File: src/rtl/sel_sig_pkg.sv
// Shared types and MISR tap definitions for the select-path signature stage.
package sel_sig_pkg;

  typedef enum logic [2:0] {
    S_IDLE,
    S_WARMUP,
    S_ACCUM,
    S_CHECK,
    S_DONE
  } sig_state_e;

  localparam int unsigned DEF_SIG_W = 64;

  // Feedback taps: top bit (width dependent), bit 2 and bit 0.
  localparam int unsigned TAP_MID = 2;
  localparam int unsigned TAP_LO  = 0;

  function automatic int unsigned tap_hi(input int unsigned w);
    return w - 1;
  endfunction

endpackage

File: src/rtl/misr_step.sv
// Combinational MISR next-state: shift left, fold feedback into bit 0, XOR data.
module misr_step
  import sel_sig_pkg::*;
#(
  parameter int unsigned DATA_W = DEF_SIG_W
) (
  input  logic [DATA_W-1:0] sig_i,
  input  logic [DATA_W-1:0] data_i,
  output logic [DATA_W-1:0] sig_next_o
);

  localparam int unsigned TAP_HI = tap_hi(DATA_W);

  logic fb;

  always_comb begin
    fb         = sig_i[TAP_HI] ^ sig_i[TAP_MID] ^ sig_i[TAP_LO];
    sig_next_o = data_i ^ {sig_i[DATA_W-2:0], fb};
  end

endmodule

File: src/rtl/sel_result_misr.sv
// Signature stage: skip WARMUP beats, fold WINDOW beats into a MISR, compare
// against the expected signature and hold done/pass until the next start.
module sel_result_misr
  import sel_sig_pkg::*;
#(
  parameter int unsigned DATA_W = DEF_SIG_W,
  parameter int unsigned WARMUP = 9,
  parameter int unsigned WINDOW = 90
) (
  input  logic              clk,
  input  logic              rst_n,
  input  logic              start,
  input  logic              in_valid,
  output logic              in_ready,
  input  logic [DATA_W-1:0] in_data,
  input  logic [DATA_W-1:0] expected,
  output logic              busy,
  output logic              done,
  output logic              pass,
  output logic [DATA_W-1:0] signature
);

  localparam int unsigned CNT_MAX = (WARMUP > WINDOW) ? WARMUP : WINDOW;
  localparam int unsigned CNT_W   = $clog2(CNT_MAX + 1);

  sig_state_e        state_q;
  logic [CNT_W-1:0]  count_q;
  logic [DATA_W-1:0] sig_q;
  logic [DATA_W-1:0] sig_d;
  logic              in_ready_q;
  logic              busy_q;
  logic              done_q;
  logic              pass_q;

  logic              beat;
  logic [31:0]       cnt_inc;
  logic              last_warm;
  logic              last_win;

  misr_step #(.DATA_W(DATA_W)) u_step (
    .sig_i      (sig_q),
    .data_i     (in_data),
    .sig_next_o (sig_d)
  );

  always_comb begin
    beat      = in_valid & in_ready_q;
    cnt_inc   = 32'(count_q) + 32'd1;
    last_warm = (cnt_inc == WARMUP);
    last_win  = (cnt_inc == WINDOW);
  end

  // in_ready/busy/done are registered alongside the state so each output
  // changes on the same edge as the state transition that implies it.
  always_ff @(posedge clk or negedge rst_n) begin
    if (!rst_n) begin
      state_q    <= S_IDLE;
      count_q    <= '0;
      sig_q      <= '0;
      in_ready_q <= 1'b0;
      busy_q     <= 1'b0;
      done_q     <= 1'b0;
      pass_q     <= 1'b0;
    end else begin
      case (state_q)
        S_IDLE, S_DONE: begin
          if (start) begin
            sig_q      <= '0;
            count_q    <= '0;
            done_q     <= 1'b0;
            pass_q     <= 1'b0;
            busy_q     <= 1'b1;
            in_ready_q <= 1'b1;
            state_q    <= (WARMUP == 0) ? S_ACCUM : S_WARMUP;
          end
        end
        S_WARMUP: begin
          if (beat) begin
            if (last_warm) begin
              count_q <= '0;
              state_q <= S_ACCUM;
            end else begin
              count_q <= count_q + 1'b1;
            end
          end
        end
        S_ACCUM: begin
          if (beat) begin
            sig_q   <= sig_d;
            count_q <= count_q + 1'b1;
            if (last_win) begin
              in_ready_q <= 1'b0;
              state_q    <= S_CHECK;
            end
          end
        end
        S_CHECK: begin
          pass_q  <= (sig_q == expected);
          done_q  <= 1'b1;
          busy_q  <= 1'b0;
          state_q <= S_DONE;
        end
        default: state_q <= S_IDLE;
      endcase
    end
  end

  always_comb begin
    in_ready  = in_ready_q;
    busy      = busy_q;
    done      = done_q;
    pass      = pass_q;
    signature = sig_q;
  end

endmodule

File: config.mk
export PLATFORM = sky130hd
export DESIGN_NAME = sel_result_misr
export DESIGN_NICKNAME = d
export VERILOG_FILES = /design/src/rtl/sel_sig_pkg.sv /design/src/rtl/misr_step.sv /design/src/rtl/sel_result_misr.sv
export SDC_FILE = /design/constraint.sdc
export NUM_CORES = 1
export LEC_CHECK = 0
export BUFFER_PORTS_ARGS = -buffer_cell sky130_fd_sc_hd__buf_2
export CORE_MARGIN = 2
export CORE_UTILIZATION = 45
export DETAILED_ROUTE_END_ITERATION = 12
export PLACE_DENSITY = 0.8
export SKIP_LAST_GASP = 1
export SYNTH_ARGS = -nofsm -noshare
export SYNTH_HDL_FRONTEND = slang
export SYNTH_HIERARCHICAL = 1
export SYNTH_SLANG_ARGS = --single-unit
File: constraint.sdc
create_clock -name clk -period 5.35 [get_ports clk]
set_input_delay 1.3375 -clock clk [delete_from_list [all_inputs] [get_ports clk]]
set_output_delay 1.3375 -clock clk [all_outputs]
set_load 0.01 [all_outputs]
==> run metrics, run 1 <==
Post-Syn Area 4425 um^2; core area 9639 um^2; Leak 3.025 nW; row count 36; Netlist cell types 44; via/cell ratio 5.222; Initial Utilization 45.91%; P per Cell Area 285.3 nW/um^2; Seq cells post-synth 78; cell taking the most area after synthesis dfrtp_1; Die Area 10640 um^2; via count 3791; initial antenna violation count 0; reg2reg start state_q[2]$_DFFE_PN0P_; # resized after CTS 0; syn nets 529; Worst Tran Pin Value 985.1 ps; Ant. Diodes 0; Post-DP HPWL 10.14 mm; Yosys Warn Count 6; H-Tree Level Count 3; Final ANT Viol Nets 0; clock insertion delay at the later pin of the skew report 350 ps; status finished clean; # clock sinks 78; Max Fclk 364.6 MHz; WHS 530.9 ps; Crit Path Category in -> reg; worst rel slew slack 34.33%; hold_sp busy$_DFFE_PN0P_; HP Class reg -> reg; EDFF count, synth 0; Die Y 103.2 um; TritonCTS clock tree done; min Tclk post-route 2743 ps; Ports 200; Hold Buf Count CTS 0; top post-synthesis cells by area dfrtp_1, xor2_1, a22o_1; number of global-route vias before repair 3602; Syn-to-layout area delta 29.06%; RSZ-0062 raised after global routing no; cell count after synthesis 394; Post-synth top flop dfrtp_1; CTS max path bufs 2; clock root cell clkbuf_8; clock skew 10.50 ps; hold path depth 2; initial drt markers 153; post-CTS setup buffer count 0; Chip Width 103.2 um; cell count of the worst reg-to-reg path 5; critical path arrival 3020 ps; TritonCTS Buffers 9; Routed WL 13.09 mm; top-area cell type share of the netlist area 44.11%; routability cong. 0.8845; startpoint types input port; grt ovf 0; largest net degree at the start of global routing 79; CTS clk-pin slew, worst paths 90 ps; Tcrit/Tclk final 51.27%; Max VDD drop 0.1367 mV; Hold Vio Cnt, Final 0; setup TNS 0 ps; DRT Pass-1 Iters 4; fin. max-slew vios 0; GRT Total Usage 24.67%; sequential fraction of the synthesis area 44.11%; Hold Crit Endpoint busy$_DFFE_PN0P_; reg2reg end signature[49]$_DFFE_PN0P_; Residual DRC 0; first-pass GRT wire length 19.46 mm; Max Fanout on Critical Path 33; Avg WL per Cell 18.03 um; Max-Cap Viols 0; Setup crit end kind flop; Synth async-reset ratio 100.0%; layout cells sized above 1 37.94%; setup violators final 0; r2r setup slk 3110 ps; Req. time, crit path 5630 ps; Avg Inst Size Synth 11.23 um^2; I/O Buffers 199; fin nets 723; FILL cells 864
layer usage:
layer / GRT usage [%] / routed length (um)
met4: 7.287 / 213
met2: 40.56 / 6533
met1: 32.74 / 5521
met5: 0 / 0
met3: 5.712 / 821
logic make-up after synthesis:
logic type | after synthesis | share of synthesized area, %
flip-flops | 78 | 44.11
AO/OA/AOI/OAI | 92 | 17.81
multiplexers | 1 | 0.2262
adder cells (fa/ha/maj) | 3 | 0.8483
buffers and inverters | 22 | 2.629
XOR/XNOR | 134 | 26.52
AND/OR/NAND/NOR | 64 | 7.860
worst max path at each step:
stage	start	endpoint	slack, ps	cells after the start
floorplan	in_valid	signature[0]$_DFFE_PN0P_	2850	6
global placement	in_valid	signature[24]$_DFFE_PN0P_	2300	6
detailed placement	in_valid	signature[45]$_DFFE_PN0P_	2260	6
CTS	in_valid	signature[49]$_DFFE_PN0P_	2630	6
global route	in_valid	signature[55]$_DFFE_PN0P_	2520	6
finish	in_valid	signature[49]$_DFFE_PN0P_	2610	6
sequential cells by signal (all words and copies together) (netlist names):
signal and count:
done 1, pass 1, in_ready 1, state_q 3, count_q 7, busy 1
signature 64
stage by stage:
stage	setup WS (ps)	area (um^2)	instances	util [%]	total power, mW
6_report	2607	5712	726	59.25	1.630
4_1_cts	2627	5712	726	59.25	1.638
2_1_floorplan	2851	4425	394	-	1.002
3_5_place_dp	2265	5510	710	57.17	1.180
3_3_place_gp	2304	5510	710	57.17	1.165
5_1_grt	2523	5712	726	59.25	1.729
synthesized netlist by cell type (all sizes together) (2+ instances only):
master / n
a22o: 65
nor4: 5
and3b: 3
nor2: 10
nand3: 5
ha: 3
inv: 4
o21ai: 8
nand4: 13
o31ai: 2
buf: 17
a21oi: 4
and2: 2
dfrtp: 78
xnor2: 60
a32o: 2
xor2: 74
nand2: 13
a2111oi: 3
nor3: 4
nand2b: 4
power by group:
part / switching [mW] / internal [mW]
Sequential: 0.0822 / 0.640
Clock: 0.238 / 0.221
Combinational: 0.246 / 0.203
critical path, stage by stage:
cell     delay, ps
buf_2          110
and3b_1        200
mux2i_1        140
or2_2          540
buf_4          450
a22o_1         210
layout make-up:
type	count	area [um^2]	share of cell area, %
Timing Repair Buffer	201	1013	17.74
Tap cell	133	166.4	2.913
Clock buffer	9	123.9	2.169
Sequential cell	78	1952	34.17
Multi-Input combinational cell	294	2364	41.38
Clock inverter	7	77.57	1.358
Inverter	4	15.01	0.2629
placed cells by master (no fill, tap or decap), drive strengths merged, types with 8 or more instances in the layout:
cell type    n
buf        201
o21ai        8
xor2        74
xnor2       60
nand4       13
nor2        10
clkbuf       9
nand2       13
a22o        65
dfrtp       78
No activity file was read; power rests on OpenSTA's default activity.
==> inputs of run 2 (changes only) <==
==> constraint.sdc (replaced) <==
create_clock -name clk -period 2.7 [get_ports clk]
set_input_delay 0.675 -clock clk [delete_from_list [all_inputs] [get_ports clk]]
set_output_delay 0.675 -clock clk [all_outputs]
set_load 0.01 [all_outputs]
==> run 2 against run 1 <==
Clock skew down 3.2 ps. Sequential power grew 99%. Wire length is 1.0% higher. First-iteration DRC count shrank 2.6%. Count of clock-buffer cells in the layout increased by 2. Critical path depth is the same. Cell count increased by 0.14%. Register-to-register slack worse by 2500 ps. Utilization hardly changed. Clock power increased by 86%. Die area did not move. Critical endpoint is now count_q[1]$_DFFE_PN0P_. Largest cell class unchanged.
==> run metrics, run 2 (synthesis gave the netlist of run 1 again) <==
HP Class in -> async; Max Fanout on Critical Path 9; commonest cells after routing, fill and taps aside buf_2, dfrtp_1, xor2_1, a22o_1, xnor2_1; DRT Pass-1 Iters 4; Chip Width 103.2 um; Residual DRC 0; Max Fclk 471.7 MHz; cell count of the worst reg-to-reg path 6; Crit Path Category reg -> reg; setup violators final 0; Ant. Diodes 0; Die Area 10640 um^2; Tcrit/Tclk final 78.51%; cell count along the critical path 6; Worst Tran Pin Value 990.3 ps; min Tclk post-route 2120 ps; clock insertion delay at the later pin of the skew report 340 ps; Hold Vio Cnt, Final 0; TritonCTS Buffers 9; commonest non-fill, non-tap cell in the layout buf_2; Top delay family on crit path compound AO/OA/AOI/OAI gates; GRT Total Usage 24.91%; status finished clean; largest net degree at the start of global routing 79; Setup crit end kind flop; Post-DP HPWL 10.26 mm; H-Tree Level Count 3; core area 9639 um^2; setup TNS 0 ps; TritonCTS clock tree done; routability cong. 0.8657; Routed WL 13.23 mm; post-CTS setup buffer count 0; Max-Cap Viols 0; Ports 200; via/cell ratio 5.276; via count 3836; crit-path max cell delay 490 ps; Avg WL per Cell 18.19 um; Max VDD drop 0.3078 mV; initial drt markers 149; max reg flops 64; clock skew 7.319 ps; CTS clk-pin slew, worst paths 80 ps; RSZ-0062 raised after global routing no; CP max-delay cell dfrtp_1; Buf+Inv Stages, Crit Path 0; number of global-route vias before repair 3825; # resized after CTS 0; critical-path cell list ha_1 > and3_1 > a31oi_2 > a2111oi_4 > o21ai_2 > a32o_1; # clock sinks 78; Leak 3.029 nW; Hold Buf Count CTS 0; Initial Utilization 45.91%; FILL cells 893; first-pass GRT wire length 19.63 mm; placed instance count 712; Syn-to-layout area delta 29.12%; initial antenna violation count 1; grt ovf 0; Die Y 103.2 um; fin nets 725; I/O Buffers 199; Req. time, crit path 2930 ps; row count 36; layout cells sized above 1 37.88%; Final ANT Viol Nets 0; fin. max-slew vios 0; P per Cell Area 558.9 nW/um^2; worst rel slew slack 33.98%; startpoint types flop; critical path arrival 2350 ps; non-filler cells, final 727; clock root cell clkbuf_8; CTS max path bufs 2
run 2: changes by cell type in the layout (fill, tap and decap cells not counted), sizes merged:
cell and delta:
clkbuf +2, buf +2, inv -3
run 2: layout make-up:
type	instances	area [um^2]	share of cell area [%]
inverters	4	15.01	0.2628
clock buffers	11	141.4	2.474
multi-input cells	294	2364	41.36
well taps	133	166.4	2.912
clock inverters	4	47.55	0.8321
repair buffers	203	1028	18.00
flip-flops and latches	78	1952	34.16
run 2: final timing paths:
kind                                        start                   endpoint  slack, ps
setup / recovery           count_q[0]$_DFFE_PN0P_     count_q[1]$_DFFE_PN0P_        580
hold / removal                              rst_n   signature[7]$_DFFE_PN0P_        500
max in group asynchronous                   rst_n  signature[57]$_DFFE_PN0P_       1570
setup reg to reg           count_q[0]$_DFFE_PN0P_     count_q[1]$_DFFE_PN0P_        580
min in group clk                 busy$_DFFE_PN0P_           busy$_DFFE_PN0P_        550
hold reg to reg                  busy$_DFFE_PN0P_           busy$_DFFE_PN0P_        550
run 2: per-layer routing:
| metal | wire (um) | global-route usage (%) | vias to the layer above |
|---|---|---|---|
| met3 | 941 | 5.242 | 18 |
| met5 | 0 | 0 | - |
| met1 | 5258 | 30.33 | 1860 |
| met4 | 229 | 9.211 | 0 |
| met2 | 6795 | 43.61 | 167 |
| li1 | - | - | 1791 |
run 2: where the power goes:
| group | total [mW] | internal (mW) | switching (mW) |
|---|---|---|---|
| Clock | 0.853 | 0.445 | 0.409 |
| Sequential | 1.44 | 1.27 | 0.168 |
| Combinational | 0.903 | 0.408 | 0.495 |
| Total | 3.19 | 2.12 | 1.07 |
run 2: stage by stage:
step                      power [mW]  hold slack (ps)  setup WS (ps)  util [%]  area [um^2]
after detailed placement       2.354            532.5          595.7     57.32         5525
after global placement         2.313            523.1          639.8     57.32         5525
final                          3.194            499.6          580.2     59.28         5714
after global routing           3.375            559.1          442.8     59.28         5714
after floorplan                1.985            379.4          790.9         -         4425
after CTS                      3.213            532.0          591.6     59.28         5714
==> inputs of run 3 (changes only) <==
==> constraint.sdc (replaced) <==
create_clock -name clk -period 2.02 [get_ports clk]
set_input_delay 0.505 -clock clk [delete_from_list [all_inputs] [get_ports clk]]
set_output_delay 0.505 -clock clk [all_outputs]
set_load 0.01 [all_outputs]
==> run 3 against run 2 <==
Setup slack lost 500 ps. Hold slack lost 430 ps. Die area is the same. Largest cell class unchanged. Clock power grew 51%. Sequential share of layout area shrank 0.72 points. Non-clock buffer count grew 8. First-iteration DRC count shrank 30%. Clock skew shrank 1.3 ps. Critical endpoint unchanged.
==> run metrics, run 3 (synthesis gave the netlist of run 1 again) <==
fin. max-slew vios 0; TritonCTS clock tree done; Max Fanout on Critical Path 6; Final ANT Viol Nets 0; critical path arrival 2190 ps; Chip Width 103.2 um; clock skew 6.065 ps; Max-Cap Viols 0; TritonCTS Buffers 9; CTS max path bufs 2; CTS clk-pin slew, worst paths 80 ps; min Tclk post-route 1936 ps; Post-DP HPWL 10.55 mm; grt ovf 0; Residual DRC 0; # clock sinks 78; via count 3911; Initial Utilization 45.91%; routability cong. 0.8565; status finished clean; Tcrit/Tclk final 95.82%; fin nets 733; H-Tree Level Count 3; Ant. Diodes 0; DRT Pass-1 Iters 4; initial drt markers 105; clock insertion delay at the later pin of the skew report 360 ps; setup violators final 0; GRT Total Usage 25.27%; # resized after CTS 0; Crit Path Category reg -> reg; RSZ-0062 raised after global routing no; startpoint types flop; core area 9639 um^2; Max VDD drop 0.3457 mV; Max Fclk 516.6 MHz; max reg flops 64; first-pass GRT wire length 20.12 mm; Die Y 103.2 um; row count 36; Setup crit end kind flop; Hold Vio Cnt, Final 0; I/O Buffers 199; Avg WL per Cell 18.26 um; initial antenna violation count 0; Syn-to-layout area delta 31.89%; Leak 3.093 nW; setup TNS 0 ps; Req. time, crit path 2270 ps; Die Area 10640 um^2; HP Class in -> async; P per Cell Area 768.4 nW/um^2; commonest cells after routing, fill and taps aside buf_2, dfrtp_1, xor2_1, a22o_1, xnor2_1; via/cell ratio 5.314; number of global-route vias before repair 3837; Ports 200; clock root cell clkbuf_8; largest net degree at the start of global routing 42; Hold Buf Count CTS 0; layout cells sized above 1 39.14%; WHS 68.67 ps; commonest non-fill, non-tap cell in the layout buf_2; Worst Tran Pin Value 454.4 ps; Routed WL 13.44 mm; post-CTS setup buffer count 0; worst rel slew slack 69.59%
-- run 3: cell types whose count changed in the layout (fill, tap and decap cells not counted) --
| cell | delta |
|---|---|
| nor4_2 | +1 |
| clkbuf_8 | -1 |
| buf_12 | +2 |
| buf_4 | +6 |
| clkinv_4 | +1 |
| nor4_1 | -1 |
| a311oi_1 | -1 |
| bufinv_16 | +1 |
| a311oi_2 | +1 |
-- run 3: layout make-up --
cell class | instances | area, um^2
multi-input combinational | 294 | 2376
inverter | 4 | 15.01
tap | 133 | 166.4
clock inverter | 6 | 86.33
fill | 855 | 3802
sequential | 78 | 1952
clock buffer | 10 | 127.6
timing repair buffer | 211 | 1114
-- run 3: worst max-delay path, stage by stage (launching register included) --
cell and delay [ps]:
dfrtp_1 370, ha_1 280, and3_1 230, a31oi_2 120, a2111oi_4 430, o21ai_2 120
a32o_1 270
-- run 3: stage by stage --
step / worst slack [ps] / cells / total power, mW / instance area, um^2 / util [%]
finish: 84.39 / 736 / 4.485 / 5837 / 60.55
global route: 1.006 / 736 / 4.715 / 5837 / 60.55
CTS: 37.02 / 736 / 4.512 / 5824 / 60.42
detailed placement: 69.34 / 720 / 3.214 / 5610 / 58.20
global placement: 150.7 / 720 / 3.162 / 5610 / 58.20
floorplan: 110.9 / 394 / 2.654 / 4425 / -
-- run 3: final timing paths --
check / start / to / slack [ps] / cells after the start
min in group clk: start / state_q[2]$_DFFE_PN0P_ / 460 / 4
hold / removal: rst_n / count_q[4]$_DFFE_PN0P_ / 70 / 1
max in group asynchronous: rst_n / signature[34]$_DFFE_PN0P_ / 1370 / 2
setup reg to reg: count_q[1]$_DFFE_PN0P_ / count_q[1]$_DFFE_PN0P_ / 80 / 6
setup / recovery: count_q[1]$_DFFE_PN0P_ / count_q[1]$_DFFE_PN0P_ / 80 / 6
hold reg to reg: busy$_DFFE_PN0P_ / busy$_DFFE_PN0P_ / 540 / 2
-- run 3: metal layers --
layer	track usage, %	vias to the layer above	wire length, um
met5	0	-	0
met4	10.83	0	367
met3	4.234	24	796
met2	41.81	150	6724
met1	32.94	1931	5551
li1	-	1806	-
-- run 3: where the power goes --
| part | leakage, nW | switching [mW] | internal, mW |
|---|---|---|---|
| combinational | 1.92 | 0.710 | 0.598 |
| sequential | 1.07 | 0.189 | 1.70 |
| clock | 0.106 | 0.598 | 0.694 |
